$ cat src/rtl/fb_pixel_writer.sv
// Framebuffer pixel writer: clips rasterizer points, linearises {y,x} to a word
// address, queues writes in a FIFO and tracks per-triangle drain completion.
module fb_pixel_writer #(
  parameter int SCREEN_WIDTH  = 640,
  parameter int SCREEN_HEIGHT = 480,
  parameter int ADDR_WIDTH    = 19,
  parameter int COLOR_WIDTH   = 16,
  parameter int DEPTH         = 16
) (
  input  logic                         i_clk,
  input  logic                         i_reset,
  input  logic                         i_write,
  input  logic [31:0]                  i_point,
  input  logic [COLOR_WIDTH-1:0]       i_color,
  input  logic                         i_raster_done,
  output logic                         o_mem_valid,
  output logic [ADDR_WIDTH-1:0]        o_mem_addr,
  output logic [COLOR_WIDTH-1:0]       o_mem_data,
  input  logic                         i_mem_ready,
  output logic [$clog2(DEPTH):0]       o_count,
  output logic                         o_overflow,
  output logic                         o_clipped,
  output logic                         o_tri_done,
  output logic                         o_idle
);

  localparam int PTR_W = $clog2(DEPTH);
  localparam int CNT_W = PTR_W + 1;
  localparam logic [31:0] WIDTH_U  = 32'(SCREEN_WIDTH);
  localparam logic [31:0] HEIGHT_U = 32'(SCREEN_HEIGHT);

  typedef enum logic [1:0] {
    S_IDLE,
    S_ACTIVE,
    S_DRAIN
  } state_t;

  typedef struct packed {
    logic [ADDR_WIDTH-1:0]  addr;
    logic [COLOR_WIDTH-1:0] color;
  } entry_t;

  state_t           state;
  entry_t           mem [DEPTH];
  entry_t           wr_entry;
  entry_t           head;
  logic [PTR_W-1:0] wr_ptr;
  logic [PTR_W-1:0] rd_ptr;
  logic [15:0]      pt_x;
  logic [15:0]      pt_y;
  logic             in_range;
  logic             fifo_full;
  logic             fifo_empty;
  logic             pop;
  logic             push;
  logic             drop_ovf;
  logic             drop_clip;
  logic             drain_done;

  assign pt_x       = i_point[15:0];
  assign pt_y       = i_point[31:16];
  assign fifo_full  = (o_count == CNT_W'(DEPTH));
  assign fifo_empty = (o_count == '0);
  assign head       = mem[rd_ptr];

  // NOTE: every signal gets a default at the top of always_comb, so no path can infer a latch.
  always_comb begin
    in_range       = 1'b0;
    pop            = 1'b0;
    push           = 1'b0;
    drop_ovf       = 1'b0;
    drop_clip      = 1'b0;
    drain_done     = 1'b0;
    wr_entry.addr  = ADDR_WIDTH'(48'(pt_y) * 48'(WIDTH_U) + 48'(pt_x));
    wr_entry.color = i_color;

    in_range = ({16'd0, pt_x} < WIDTH_U) && ({16'd0, pt_y} < HEIGHT_U);
    // The output register refills whenever it is empty or being accepted.
    pop       = !fifo_empty && (!o_mem_valid || i_mem_ready);
    push      = i_write && in_range && (!fifo_full || pop);
    drop_clip = i_write && !in_range;
    drop_ovf  = i_write && in_range && fifo_full && !pop;
    // pop cannot happen with an empty FIFO, so a handshake here is never a reload.
    drain_done = fifo_empty && !push && (!o_mem_valid || i_mem_ready);
  end

  // NOTE: FIFO storage has no reset; clearing the pointers and count is what empties the queue.
  always_ff @(posedge i_clk) begin
    if (push) begin
      mem[wr_ptr] <= wr_entry;
    end
  end

  // NOTE: sequential state uses <= so every register samples the pre-edge values.
  always_ff @(posedge i_clk) begin
    if (i_reset) begin
      wr_ptr      <= '0;
      rd_ptr      <= '0;
      o_count     <= '0;
      o_mem_valid <= 1'b0;
      o_mem_addr  <= '0;
      o_mem_data  <= '0;
      o_overflow  <= 1'b0;
      o_clipped   <= 1'b0;
      o_tri_done  <= 1'b0;
      o_idle      <= 1'b1;
      state       <= S_IDLE;
    end else begin
      if (push) begin
        wr_ptr <= wr_ptr + PTR_W'(1);
      end
      if (pop) begin
        rd_ptr <= rd_ptr + PTR_W'(1);
      end
      case ({push, pop})
        2'b10:   o_count <= o_count + CNT_W'(1);
        2'b01:   o_count <= o_count - CNT_W'(1);
        default: o_count <= o_count;
      endcase

      if (pop) begin
        o_mem_valid <= 1'b1;
        o_mem_addr  <= head.addr;
        o_mem_data  <= head.color;
      end else if (i_mem_ready) begin
        o_mem_valid <= 1'b0;
      end

      if (drop_ovf) begin
        o_overflow <= 1'b1;
      end
      if (drop_clip) begin
        o_clipped <= 1'b1;
      end

      o_tri_done <= 1'b0;
      case (state)
        S_IDLE: begin
          if (!i_raster_done) begin
            state  <= S_ACTIVE;
            o_idle <= 1'b0;
          end
        end
        S_ACTIVE: begin
          if (i_raster_done) begin
            state <= S_DRAIN;
          end
        end
        S_DRAIN: begin
          if (drain_done) begin
            state      <= S_IDLE;
            o_idle     <= 1'b1;
            o_tri_done <= 1'b1;
          end
        end
        default: begin
          state  <= S_IDLE;
          o_idle <= 1'b1;
        end
      endcase
    end
  end

endmodule

$ cat config.mk
export PLATFORM = sky130hd
export DESIGN_NAME = fb_pixel_writer
export DESIGN_NICKNAME = d
export VERILOG_FILES = /design/src/rtl/fb_pixel_writer.sv
export SDC_FILE = /design/constraint.sdc
export NUM_CORES = 1
export LEC_CHECK = 0
export ABC_AREA = 1
export CORE_ASPECT_RATIO = 1.4
export CORE_UTILIZATION = 45
export DETAILED_ROUTE_END_ITERATION = 7
export PLACE_DENSITY = 0.62
export SYNTH_ARGS = -nofsm -noshare
export SYNTH_HDL_FRONTEND = slang
export SYNTH_SLANG_ARGS = --single-unit
export TNS_END_PERCENT = 100
$ cat constraint.sdc
create_clock -name i_clk -period 8.9 [get_ports i_clk]
set_input_delay 1.78 -clock i_clk [delete_from_list [all_inputs] [get_ports i_clk]]
set_output_delay 1.78 -clock i_clk [all_outputs]
set_load 0.03 [all_outputs]
# Word level (Yosys, flattened, before mapping)
# Memories as Yosys holds them, arrays and structs flattened. A register that Yosys moved wholly into a read port is not among the register bits.
# Index checks and enable logic that the tools add are counted.
[word_totals] reg_bits=20 latch_bits=0 mem_bits_rw=560 rom_bits=0 inputBits=53 output_inout_bits=45 word_cells=65 memories=1
[op_classes] add_sub_neg=5 n_mul=1 n_div=0 order_cmp=2 n_eq_ne=8 shift=0 muxes=13 bitwise=2 n_reduce_logical=24
[memory_table] name="mem" depth=16 width=35 rd=1 rd_ports_with_merged_regs=1 write_ports=1 line_no="44" rtl="entry_t mem [DEPTH];"
[op_table] operator="19-bit by 16-bit adder with 19-bit output" count=1
[op_table] operator="16-bit by 10-bit < comparator with 1-bit output, second input constant" count=1
[op_table] operator="16-bit by 9-bit < comparator with 1-bit output, second input constant" count=1
[op_table] operator="16-bit by 3-bit multiplier with 12-bit output, second input constant" count=1
[op_table] operator="5-bit one-hot mux with 2 select lines" count=1
[op_table] operator="1-bit logical AND" count=9
[op_table] operator="4-bit by 1-bit adder with 4-bit output, second input constant" count=2
[op_table] operator="1-bit 2-to-1 mux" count=7
[op_table] operator="1-bit zero test" count=6
[op_table] operator="2-bit 2-to-1 mux" count=3
[op_table] operator="2-bit inequality test, second input constant" count=3
[op_table] operator="2-bit one-hot mux with 3 select lines" count=1
[op_table] operator="3-bit AND reduction" count=2
[op_table] operator="5-bit by 1-bit adder with 5-bit output, second input constant" count=1
[op_table] operator="5-bit equality test, second input constant" count=1
[op_table] operator="5-bit zero test" count=1
[op_table] operator="5-bit by 1-bit subtractor with 5-bit output, second input constant" count=1
[op_table] operator="2-bit by 1-bit equality test with 1-bit output, second input constant" count=2
[op_table] operator="2-bit equality test, second input constant" count=2
[op_table] operator="2-bit nonzero test" count=2
[op_table] operator="1-bit one-hot mux with 3 select lines" count=1
[op_table] operator="2-bit zero test" count=1
[op_table] operator="1-bit logical OR" count=2
[op_table] operator="1-bit NOT" count=2
[op_table] operator="2-bit OR reduction" count=1

# Logic depth before layout (Yosys ltp)
[logic_depth] depth_word=10 mapped_depth=16 mapped_depth_nobuf=16

# Worst setup path before layout
# Ideal clock, no wire load.
[synth_path] path_type="in2reg" from="input i_point[17]" to="memory mem[0][33] (netlist bit) (data pin)" setup_ns=0.297 t_arrival_ns=4.361 t_required_ns=8.603 path_slack_ns=4.242 cell_stages=14 n_path_buf=0 cell_sequence="ha_1 ha_1 inv_1 fa_1 o21ai_1 xor2_1 inv_1 ha_1 nand2_1 o21ai_1 nand2_1 nand2_1 nand2_1 xnor2_1"
[synth_rtl] element="start, declared" line_no="13" rtl="input logic [31:0] i_point,"
[synth_rtl] element="end, declared" line_no="44"

==> summary.md <==
| Metric | Value |
|---|---|
| Status | finished clean |
| Critical path data required time | 9.14 ns |
| Worst r2r path cells | 9 |
| Type of destination of the critical path | flip-flop |
| Non-Filler Instances | 2831 |
| Clock Tree Root | clkbuf_16 |
| DRT Wirelength | 62.2 mm |
| Max-slew violations | 0 |
| Cell Int Power | 5.40 mW |
| Worst path max stage delay | 0.92 ns |
| Setup TNS | 0 ns |
| Min Tclk post-route | 5.23 ns |
| Max Cap Viol | 0 |
| Row cnt | 102 |
| Buffers on Ports | 97 |
| Net Sw Power | 2.75 mW |
| Top sig layer | met4 |
| Synth Area in Adders | 0.0187 |
| Main combinational cell family by area after synthesis | compound AO/OA/AOI/OAI gates |
| Chip height | between 200 and 300 µm |
| P_leak | between 9 and 10 nW |
| Pin count of the biggest net entering global routing | 200 |
| Crit-path cells | clkdlybuf4s50_1 -> ha_1 -> ha_1 -> inv_1 -> fa_1 -> o21ai_1 -> xor2_1 -> inv_1 -> ha_1 -> nand2_1 -> o21ai_1 -> nand2_1 -> nand2_1 -> nand2_1 -> xnor2_1 |
| Post-synthesis simple-gate area fraction | 0.0998 |
| Initial antenna violation count | 2 |
| Count of different cell masters after synthesis | 34 |
| Post-synthesis cell count | approximately 2000 |
| Xor and xnor area share after synthesis | 0.00659 |
| Gr ovfl total | 0 |
| Worst Path Buf+Inv | 3 |
| Setup Skew | approximately 0.031 ns |
| Placed insts | about 2700 |
| Worst-Margin Slew | around 1.3 ns |
| GRT Util Overall | 0.219 |
| Yosys reg bits | 615 |
| Compound-cell area share of the yosys netlist | 0.124 |
| Cell area after synthesis | 25300 µm² |
| WS Path Type | input pin to flip-flop |
| RD Place Congestion | between 0.7 and 0.8 |
| CP delay by family, top | adder cells |
| DRC errors left | 0 |
| Htree depth | 2 |
| Core Area | approximately 55000 µm² |
| Clk Latency, worst-skew pair | 0.64 ns |
| Vias per cell | approximately 5.7 |
| First-pass detailed-route iteration total | 5 |
| Final layout net count | 2143 |
| Unrepaired setup endpoints after global routing | no |
| PD cells | between 200 and 300 nW/µm² |
| Synth top area share | 0.666 |
| Synthesis-to-finish area growth | 13.3% |
| Top-level I/O count | 98 |
| Metal-1 WL | 25.5 mm |
| Worst Setup Start Kind | input pin |
| Slew HR | 0.163 |
| Layout cells sized above 1 | 0.0899 |
| Crit path top cell by count | nand2_1 |
| Hold_buf cts | 0 |
| Synth area leader | edfxtp_1 |
| Synth area leaders | edfxtp_1 (67%), nor2_1 (6.1%), o21ai_0 (4.5%) |
| Syn Area/Cell | around 13 µm² |
| CP Max Fanout | 16 |
| Peak VDD IR | 0.198 mV |
| Number of post-CTS setup repair buffers | 0 |
| Die area | about 57000 µm² |
| Hold path depth | 2 |
| Slowest CP cell | xnor2_1 |
| Clk buf depth | 3 |
| Clock power frac | 0.292 |
| CTS clk-pin slew, worst paths | 0.06 ns |
| CTS Buf Count | 56 |
| Die Wd | 202 µm |
| Critical path depth | 15 |
| Initial Util | 0.456 |
| Final setup fails | 0 |
| Max frequency | 0.191 GHz |
| DR vias | 16100 |
| Comb pwr share | 0.286 |
| Min-delay worst type | flip-flop to flip-flop |
| Drt wl/cell | ~22 µm |
| Util after Layout | 0.516 |
| Post-CTS Resized | 0 |
| Post-synthesis sequential area ratio | 0.709 |
| Mux share of post-synthesis cell area | 0 |
| Post-route ant nets | 0 |
| Sw Ratio | 0.337 |
| Flop pwr share | 0.422 |
| CTS sink cnt | 615 |
| Met2 WL | 32.0 mm |
| Vias in the first global route | 15700 |
| Syn Nets | between 2000 and 2500 |
| Final period util | 0.588 |
| DR iter-0 viols | 1358 |
| Final hold vios | 0 |
| Arr. time, crit path | 5.47 ns |
| Yosys synthesis warning count | 0 |
| First-pass GRT wire length | 93.6 mm |
| Final HPWL DP | around 31 mm |
| DR WL met3 | 3.16 mm |
| TritonCTS clock tree | done |
==> registers in the layout (all words and copies together), names as in the netlist, 2 cells and up <==
| register | flops |
|---|---|
| o_mem_data | 16 |
| mem | 560 |
| o_count | 5 |
| state | 2 |
| rd_ptr | 4 |
| wr_ptr | 4 |
| o_mem_addr | 19 |
==> path summary, 6_finish.rpt <==
check | endpoint | startpoint | slack (ns)
setup reg to reg | o_mem_addr[8]$_SDFFE_PP0P_ | rd_ptr[1]$_SDFFE_PP0P_ | 5.68
hold / removal | o_clipped$_SDFFE_PP0P_ | o_clipped$_SDFFE_PP0P_ | 0.47
hold reg to reg | o_clipped$_SDFFE_PP0P_ | o_clipped$_SDFFE_PP0P_ | 0.47
setup / recovery | mem[10][33]$_DFFE_PP_ | i_point[17] | 3.67
==> metal layers <==
metal,vias up,track usage
met4,0,0.0725
met5,-,0
met3,99,0.0296
met2,467,0.392
li1,7442,-
met1,8044,0.272
==> worst register-to-register path, cell delays in order (launching register included) <==
cell      delay [ns]
dfxtp_1         0.32
buf_4           0.30
inv_8           0.76
buf_4           0.79
o21ai_0         0.28
o221ai_1        0.24
nand3_1         0.16
nand3_1         0.13
o211ai_1        0.10
inv_1           0.08
==> cells in the final DEF (no fill, tap or decap), types with 3 or more instances in the layout <==
master,count
clkinv_2,9
inv_1,58
clkdlybuf4s50_1,97
nand3_1,131
clkbuf_8,5
nand2_1,56
clkbuf_1,25
nand3_2,3
o211ai_1,106
nand2_2,4
xnor2_1,8
edfxtp_1,560
fa_1,3
clkinv_8,3
a21oi_1,28
o21ai_0,227
dfxtp_1,52
o21ai_1,67
o211ai_2,22
nor2_4,16
buf_4,27
clkbuf_16,56
xor2_1,10
bufinv_16,4
inv_2,27
inv_6,3
o221ai_1,48
nor2_1,393
ha_1,33
==> cells by family (layout without fill, tap and decap cells) <==
logic type,count (synthesis),count (layout)
compound gates,503,503
xor+xnor,19,19
fa+ha+maj,36,36
buf+inv,215,319
flops,615,615
other cells,0,1
simple gates,610,610
==> power groups by stage <==
stage	clock network, mW	registers, mW	logic, mW
4_1_cts	2.42	3.44	2.34
5_1_grt	2.52	3.45	2.59
2_1_floorplan	0	3.62	1.59
3_5_place_dp	0	3.50	2.34
6_report	2.38	3.43	2.33
3_3_place_gp	0	3.49	2.29
==> metrics by stage <==
stage / hold slack (ns) / setup slack, ns / power (mW) / area [µm²]
2_1_floorplan: 0.457 / 4.24 / 5.22 / 25300
3_3_place_gp: 0.456 / 3.11 / 5.78 / 26800
3_5_place_dp: 0.462 / 3.05 / 5.84 / 26800
4_1_cts: 0.476 / 3.70 / 8.20 / 28600
5_1_grt: 0.517 / 3.45 / 8.55 / 28600
6_report: 0.469 / 3.67 / 8.14 / 28600
==> Yosys cell counts <==
cell      instances
nand2_2           4
edfxtp_1        560
xnor2_1           9
inv_1            59
ha_1             33
nand4_1           2
nand2_4           2
a21oi_1          28
o21ai_1          67
nand3_1         131
nand3_2           3
xor2_1           10
nand2_1          56
buf_4             9
o21ai_0         227
clkbuf_1         38
nor3_4            1
inv_2            27
o211ai_1        106
fa_1              3
dfxtp_1          55
clkbuf_2          7
o21a_1            2
nor2_1          409
o221ai_1         48
inv_4             1
buf_2            58
o31ai_1           1
buf_6            15
o211ai_2         22
a21o_1            2
clkinv_1          1
nor3_1            1
nand3b_1          1
==> cell type report <==
type	instances	area, µm²
antenna	1	2.50
multi-input combinational	1168	6430
sequential	615	17900
timing repair buffer	125	1190
tap	728	911
clock buffer	86	1560
fill	4662	26800
clock inverter	20	239
inverter	88	345
Power figures use the tool's default switching activity.
